==> config.mk <==
export PLATFORM = sky130hd
export DESIGN_NAME = fetch_stage
export DESIGN_NICKNAME = d
export VERILOG_FILES = /design/src/rtl/asip_fetch_pkg.sv /design/src/rtl/fetch_queue.sv /design/src/rtl/fetch_stage.sv
export SDC_FILE = /design/constraint.sdc
export NUM_CORES = 1
export LEC_CHECK = 0
export ABC_CLOCK_PERIOD_IN_PS = 9100
export CAP_MARGIN = 20
export CORE_MARGIN = 1
export CORE_UTILIZATION = 53
export CTS_BUF_LIST = sky130_fd_sc_hd__clkbuf_2
export CTS_CLUSTER_DIAMETER = 60
export DETAILED_ROUTE_END_ITERATION = 7
export PLACE_DENSITY = 0.83
export SYNTH_ARGS = -nofsm -noshare
export SYNTH_HDL_FRONTEND = slang
export SYNTH_HIERARCHICAL = 1
export SYNTH_SLANG_ARGS = --single-unit
export TNS_END_PERCENT = 100
==> constraint.sdc <==
create_clock -name clk -period 9.1 [get_ports clk]
set_clock_uncertainty 0.05 [all_clocks]
set_input_delay 1.82 -clock clk [delete_from_list [all_inputs] [get_ports clk]]
set_output_delay 1.82 -clock clk [all_outputs]
set_load 0.01 [all_outputs]
==> src/rtl/asip_fetch_pkg.sv <==
// rtl/asip_fetch_pkg.sv - shared widths, NOP encoding and queue entry type for the fetch stage
package asip_fetch_pkg;

  localparam int DEFAULT_ADDR_W  = 16;
  localparam int DEFAULT_INSTR_W = 16;

  localparam logic [DEFAULT_INSTR_W-1:0] NOP_INSTR = 16'h0000;

  typedef struct packed {
    logic [DEFAULT_INSTR_W-1:0] instr;
    logic [DEFAULT_ADDR_W-1:0]  pc;
  } fetch_entry_t;

endpackage

==> src/rtl/fetch_queue.sv <==
// rtl/fetch_queue.sv - 2-entry shift FIFO of fetch entries; flush beats push
module fetch_queue
  import asip_fetch_pkg::*;
(
  input  logic         clk,
  input  logic         reset,
  input  logic         push,
  input  logic         pop,
  input  logic         flush,
  input  fetch_entry_t push_data,
  output logic [1:0]   count,
  output fetch_entry_t head
);

  fetch_entry_t mem_q [2];
  fetch_entry_t mem_d [2];
  logic [1:0]   count_q;
  logic [1:0]   count_d;
  logic         pop_ok;

  assign pop_ok = pop && (count_q != 2'd0);

  // Entry 0 is always the head, so a pop shifts entry 1 down.
  always_comb begin
    mem_d   = mem_q;
    count_d = count_q;
    if (flush) begin
      count_d = 2'd0;
    end else begin
      case ({push, pop_ok})
        2'b10: begin
          if (count_q == 2'd0) mem_d[0] = push_data;
          else                 mem_d[1] = push_data;
          count_d = count_q + 2'd1;
        end
        2'b01: begin
          mem_d[0] = mem_q[1];
          count_d  = count_q - 2'd1;
        end
        2'b11: begin
          if (count_q == 2'd1) begin
            mem_d[0] = push_data;
          end else begin
            mem_d[0] = mem_q[1];
            mem_d[1] = push_data;
          end
        end
        default: ;
      endcase
    end
  end

  always_ff @(posedge clk) begin
    mem_q <= mem_d;
    if (reset) count_q <= 2'd0;
    else       count_q <= count_d;
  end

  assign count = count_q;
  assign head  = mem_q[0];

endmodule

==> src/rtl/fetch_stage.sv <==
// rtl/fetch_stage.sv - PC generation, credit-based imem issue and decode-facing output queue
module fetch_stage
  import asip_fetch_pkg::*;
#(
  parameter int                ADDR_W   = DEFAULT_ADDR_W,
  parameter int                INSTR_W  = DEFAULT_INSTR_W,
  parameter logic [ADDR_W-1:0] RESET_PC = '0,
  parameter int                DEPTH    = 2
) (
  input  logic               clk,
  input  logic               reset,
  input  logic               pc_write_en,
  input  logic               redirect_valid,
  input  logic [ADDR_W-1:0]  redirect_pc,
  output logic               imem_req,
  output logic [ADDR_W-1:0]  imem_addr,
  input  logic [INSTR_W-1:0] imem_rdata,
  output logic               out_valid,
  input  logic               out_ready,
  output logic [INSTR_W-1:0] instruction,
  output logic [ADDR_W-1:0]  instr_pc,
  output logic [ADDR_W-1:0]  pc_plus1
);

  logic [ADDR_W-1:0] pc_q, pc_d;
  logic [ADDR_W-1:0] req_pc_q, req_pc_d;
  logic              inflight_q, inflight_d;
  logic              squash_q, squash_d;

  logic [1:0]        count;
  fetch_entry_t      head;
  fetch_entry_t      push_entry;
  logic              pop;
  logic              push;
  logic              flush;
  logic [2:0]        occupancy;

  assign out_valid = (count != 2'd0);
  assign pop       = out_valid && out_ready;

  // Slots already promised: stored entries plus the response in flight, minus what leaves now.
  assign occupancy = {1'b0, count} + {2'b00, inflight_q} - {2'b00, pop};
  assign imem_req  = pc_write_en && !redirect_valid && !reset && (occupancy < 3'(DEPTH));
  assign imem_addr = pc_q;

  assign push             = inflight_q && !squash_q;
  assign flush            = reset || redirect_valid;
  assign push_entry.instr = imem_rdata;
  assign push_entry.pc    = req_pc_q;

  always_comb begin
    pc_d       = pc_q;
    req_pc_d   = req_pc_q;
    inflight_d = imem_req;
    squash_d   = redirect_valid && inflight_q;
    if (redirect_valid) begin
      pc_d = redirect_pc;
    end else if (imem_req) begin
      pc_d     = pc_q + ADDR_W'(1);
      req_pc_d = pc_q;
    end
  end

  always_ff @(posedge clk) begin
    if (reset) begin
      pc_q       <= RESET_PC;
      req_pc_q   <= RESET_PC;
      inflight_q <= 1'b0;
      squash_q   <= 1'b0;
    end else begin
      pc_q       <= pc_d;
      req_pc_q   <= req_pc_d;
      inflight_q <= inflight_d;
      squash_q   <= squash_d;
    end
  end

  fetch_queue u_queue (
    .clk       (clk),
    .reset     (reset),
    .push      (push),
    .pop       (pop),
    .flush     (flush),
    .push_data (push_entry),
    .count     (count),
    .head      (head)
  );

  assign instruction = out_valid ? head.instr : NOP_INSTR;
  assign instr_pc    = head.pc;
  assign pc_plus1    = head.pc + ADDR_W'(1);

endmodule

# Yosys cells after proc, flatten, opt, wreduce, memory -nomap -nowiden
# Index checks and enable logic that the tools add are counted.
op_classes:
  n_div: 0
  n_shift: 0
  n_reduce_logical: 21
  n_eq_ne: 7
  n_bitwise: 2
  multipliers: 0
  n_lt_le_gt_ge: 1
  n_addsub: 6
  n_mux: 10
ops:
  columns: ["op", "count"]
  rows:
  - ["$mux 32", 4]
  - ["$pmux 32 s3", 1]
  - ["$pmux 32 s2", 1]
  - ["$mux 16", 3]
  - ["$add 16x1->16 const B", 2]
  - ["$reduce_bool 2->1", 4]
  - ["$logic_and 1x1->1", 7]
  - ["$eq 2x1->1 const B", 2]
  - ["$eq 2x2->1 const B", 2]
  - ["$ne 2x2->1 const B", 2]
  - ["$pmux 2 s2", 1]
  - ["$reduce_and 4->1", 1]
  - ["$add 2x1->3", 1]
  - ["$logic_not 1->1", 3]
  - ["$lt 3x2->1 const B", 1]
  - ["$reduce_and 3->1", 1]
  - ["$reduce_bool 3->1", 1]
  - ["$sub 3x1->3", 1]
  - ["$add 2x1->2 const B", 1]
  - ["$logic_not 2->1", 1]
  - ["$ne 2x1->1 const B", 1]
  - ["$not 1->1", 2]
  - ["$reduce_and 2->1", 1]
  - ["$reduce_or 2->1", 1]
  - ["other kinds (2)", 2]
word_totals:
  romBits: 0
  output_inout_bits: 66
  wordCells: 56
  latch_bits: 0
  ramBits: 0
  inputBits: 37
  register_bits: 100
  mem_count: 0

# Longest topological paths before layout
logic_depth:
  ltp_word: 7
  mapped_depth: 13
  mapped_depth_nobuf: 11

# By module
# The synthesis kept the hierarchy.
by_module_without_submodules:
  columns: ["mod", "seq_area_each_um2", "cells_each", "n_inst", "area_per_inst_um2"]
  rows:
  - ["fetch_queue", 1961.9, 154, 1, 2879.0]
  - ["fetch_stage", 680.7, 256, 1, 1939.4]

# Worst setup path before layout
# Ideal clock, no wire load.
synth_timing:
  path_kind: "input -> register"
  from: "input reset"
  to: "register u_queue/mem_q[0] (netlist name), enable pin"
  required_ns: 8.456
  n_path_buf: 1
  t_arrival_ns: 7.218
  cell_stages: 4
  slack_ns: 1.238
  setup_time_ns: 0.594
  path_cell_list: "buf_2 -> nor2_2 -> inv_2 -> a2111oi_0"
synth_via:
  elab_chain_cells: 3
synth_rtl:
  columns: ["element", "line_no", "rtl"]
  rows:
  - ["start: declaration", "fetch_stage.sv:11", "input logic reset,"]
  - ["$logic_or 1x1->1", "fetch_stage.sv:47", "assign flush = reset || redirect_valid;"]
  - ["named net flush", "fetch_stage.sv:35", "logic flush;"]
  - ["$not 1->1 (no line)", null, null]
  - ["$reduce_and 4->1 (no line)", null, null]
  - ["end signal: assignment", "fetch_queue.sv:54", "mem_q <= mem_d;"]
  - ["end: declaration", "fetch_queue.sv:15", "fetch_entry_t mem_q [2];"]
# The timed path passes the listed nets, and every way through them passes these cells.
# A chain may end at the register's enable or synchronous reset.

# Worst setup path in the final report
layout_timing:
  from: "input out_ready"
  to: "output imem_req"
layout_via:
  elab_chain_cells: 4
layout_rtl:
  columns: ["element", "line_no", "rtl"]
  rows:
  - ["start: declaration", "fetch_stage.sv:19", "input logic out_ready,"]
  - ["$logic_and 1x1->1", "fetch_stage.sv:39", "assign pop = out_valid && out_ready;"]
  - ["named net pop", "fetch_stage.sv:33", "logic pop;"]
  - ["$sub 3x1->3", "fetch_stage.sv:42", "assign occupancy = {1'b0, count} + {2'b00, inflight_q} - {2'b00, pop};"]
  - ["$lt 3x2->1", "fetch_stage.sv:43", "assign imem_req = pc_write_en && !redirect_valid && !reset && (occupancy < 3'(DEPTH));"]
  - ["$logic_and 1x1->1", "fetch_stage.sv:43", null]
  - ["end: declaration", "fetch_stage.sv:15", "output logic imem_req,"]
# The timed path passes the listed nets, and every way through them passes these cells.

==> flow_summary.yaml <==
status:
  run_status: "finished, final reports clean"
logic_synthesis:
  synth-simple-area-share: 0.1410
  synthMuxAreaShare: 0.1026
  synth_compound_area_frac: 0.06933
  synth_adder_area_share: 0.01714
  synth_cells: 410
  ys_ff_latch: 100
  synth_top_family_by_area: "simple AND/OR/NAND/NOR gates"
  syn_area_per_cell_um2: 11.75
  syn_area_mm2: 0.004818
  ys_seq_area_frac: 0.5484
  syn_nets: 453
  yosys_warnings: 6
  synthXorXnorAreaFrac: 0.03454
  synthDistinctLibCells: 49
final_layout:
  diodes: 0
  fillerInstances: 661
  fin_util: 0.6605
  syn_to_final_growth_pct: 20.12
  final_common_cell: "clkdlybuf4s50_1"
  fin_nets: 524
  final_cell_mix: "clkdlybuf4s50_1, edfxtp_1, nand2_1, dfxtp_1, mux2_4"
  drive_above_1_share: 0.1276
routing:
  wl_um: 8396
  drcViolationCount: 0
  ant_nets: 0
  vias: 3156
  drtIter0Drc: 170
  avgRoutedWirePerCell_um: 14.13
  via_per_inst: 5.313
  firstDrtPassIters: 4
power_and_ir_drop:
  ir_drop_mv: 0.06442
  p_leak_uw: 0.002086
  powerDensity_mw_per_mm2: 132.0
global_route:
  first_global_vias: 2962
  grt-ovfl-total: 0
  antenna_found_initial: 0
  grt_use_total: 0.1855
  grt_max_degree: 36
  grt_pass1_wl_um: 14220
critical_path:
  end_kind: "primary output"
  crit_slowest_cell: "clkdlybuf4s50_1"
  critical_path.cell_chain: "clkdlybuf4s50_1, nor2b_1, ha_1, nand2b_1, fa_1, nand2_1, or3_1, buf_4, clkinv_4, clkdlybuf4s50_1"
  ff2ff_setup_slack_ps: 5450
  critical_path_peak_fanout: 34
  crit_top_cell: "clkdlybuf4s50_1"
  r2r-end: "imem_addr[14]"
  worstPathRequired_ps: 7230
  worst-setup-path-type: "in2out"
  crit_family: "buffers and inverters"
  crit_arrival_ps: 5010
  r2r_start: "u_queue/count[1]"
  worst_r2r_path_depth: 12
  start_kind: "input pin"
  critical_path.max_stage_delay_ps: 570
  path_buf_inv: 4
  timing.critical_path.from: "out_ready"
  cp.depth: 10
clock_network:
  clk_path_buf_depth: 2
  cts_root_buffer: "clkbuf_2"
  hold_buffers: 0
  cts_resized: 0
  post_cts_buffers: 0
  clk_latency_ps: 560
  h-tree-depth: 3
  cts_tree: "done"
  cts_buffers: 9
  path_clk_slew_ps: 230
  cts.sinks: 100
floorplanning:
  die_y_um: 97.35
  initial_utilization: 0.5498
  core_mm2: 0.008763
  dieArea_mm2: 0.009477
  die_x_um: 97.35
  rows: 34
  pin_count: 103
place:
  dp_hpwl_um: 6071
  gp_congestion: 0.8588
  portBuffers: 102
timing:
  max_clock_freq_mhz: 145.4
  relSlewSlack: 0.5948
  hold_viol: 0
  drv_slew: 0
  setup_viol: 0
  min_period_ps: 6876
  finalSetupTns_ps: 0
  tightest_slew_ps: 606.0
  grt_setup_unrepaired: "false"
  min_period_over_period: 0.7557
hold_path:
  hp-class: "reg2reg"
  min_path_cells: 2
  whs_endpoint: "squash_q"
  hp-start: "inflight_q"
run:
  maxCapViolations: 0
## through the flow
step / total power [uW] / setup WS (ps) / hold slack [ps] / cells / area, um2
finish: 764.3 / 2224 / 426.6 / 594 / 5788
global route: 792.7 / 2070 / 469.3 / 594 / 5788
CTS: 768.8 / 2230 / 428.0 / 592 / 5766
detailed placement: 568.6 / 2237 / 402.3 / 576 / 5652
global placement: 566.4 / 2348 / 399.6 / 576 / 5652
floorplan: 535.0 / 1238 / 374.5 / 410 / 4818
## worst register-to-register path, stage by stage (launching register included)
cell	delay, ps
dfxtp_1	500
nor2_1	110
nor2b_1	330
ha_1	300
nand2b_1	150
fa_1	380
xor2_1	200
or3_1	140
buf_4	330
clkinv_4	250
nor2_1	450
o21ai_0	220
a31oi_1	210
## metal layers
layer | routed length, um | vias up | global-route usage | part of all wire
met5 | 0 | - | 0 | 0
met4 | 178 | 0 | 0.08032 | 0.021
met3 | 396 | 17 | 0.03525 | 0.047
met2 | 3916 | 96 | 0.2904 | 0.47
met1 | 3905 | 1484 | 0.2531 | 0.47
li1 | - | 1559 | - | -
## final cells by class
| cell class | instances | area, um2 | share of cell area |
|---|---|---|---|
| flip-flops and latches | 100 | 2643 | 0.4565 |
| repair buffers | 108 | 1074 | 0.1855 |
| well taps | 108 | 135.1 | 0.02335 |
| multi-input cells | 248 | 1765 | 0.3050 |
| clock buffers | 10 | 50.05 | 0.008647 |
| inverters | 14 | 57.56 | 0.009944 |
| clock inverters | 6 | 63.81 | 0.01102 |
## logic make-up after synthesis
logic type	Yosys count
AND/OR/NAND/NOR	134
flip-flops	100
buffers and inverters	62
AO/OA/AOI/OAI	55
multiplexers	34
XOR/XNOR	19
adder cells (fa/ha/maj)	6
## power by group
| part | switching [uW] | internal, uW | leakage (uW) |
|---|---|---|---|
| Clock | 140 | 64.7 | 0.0000699 |
| Combinational | 25.2 | 37.9 | 0.00113 |
| Sequential | 9.03 | 488 | 0.000890 |
## worst max path at each step
stage | end | slack, ps
after global routing | imem_req | 2070
after CTS | imem_req | 2230
after detailed placement | imem_req | 2240
after floorplan | u_queue/mem_q[0] | 1240
final | imem_req | 2220
after global placement | imem_req | 2350
## cells in the mapped netlist, drive strengths merged
cell type  count  share of area
edfxtp        64           0.40
nand2         54          0.044
buf           41          0.070
dfxtp         36           0.15
mux2          33           0.10
a21oi         24          0.025
nor2b         23          0.031
nor2          16          0.013
inv           13          0.010
xnor2         13          0.024
nand3          9          0.010
o21ai          9         0.0093
and3           8          0.010
nand4          8          0.010
clkbuf         7         0.0055
xor2           6          0.011
a22oi          5         0.0078
ha             5          0.013
or3            5         0.0065
a31oi          4         0.0052
nor3           3         0.0031
o22ai          3         0.0039
a32oi          2         0.0036
nand2b         2         0.0026
nand3b         2         0.0031
o311ai         2         0.0036
o31a           2         0.0036
a2111oi        1         0.0018
a221oi         1         0.0018
a41oi          1         0.0018
and2           1         0.0013
and4           1         0.0018
clkinv         1         0.0018
fa             1         0.0042
mux2i          1         0.0021
o2bb2ai        1         0.0018
or2            1         0.0013
or4b           1         0.0021
## state kept, by name, indices dropped and copies added (netlist names)
name	count
u_queue/count	2
u_queue/mem_q	32
inflight_q	1
imem_addr	16
u_queue/head	32
squash_q	1
req_pc_q	16
Note: power is estimated with default switching activity, not from simulation.
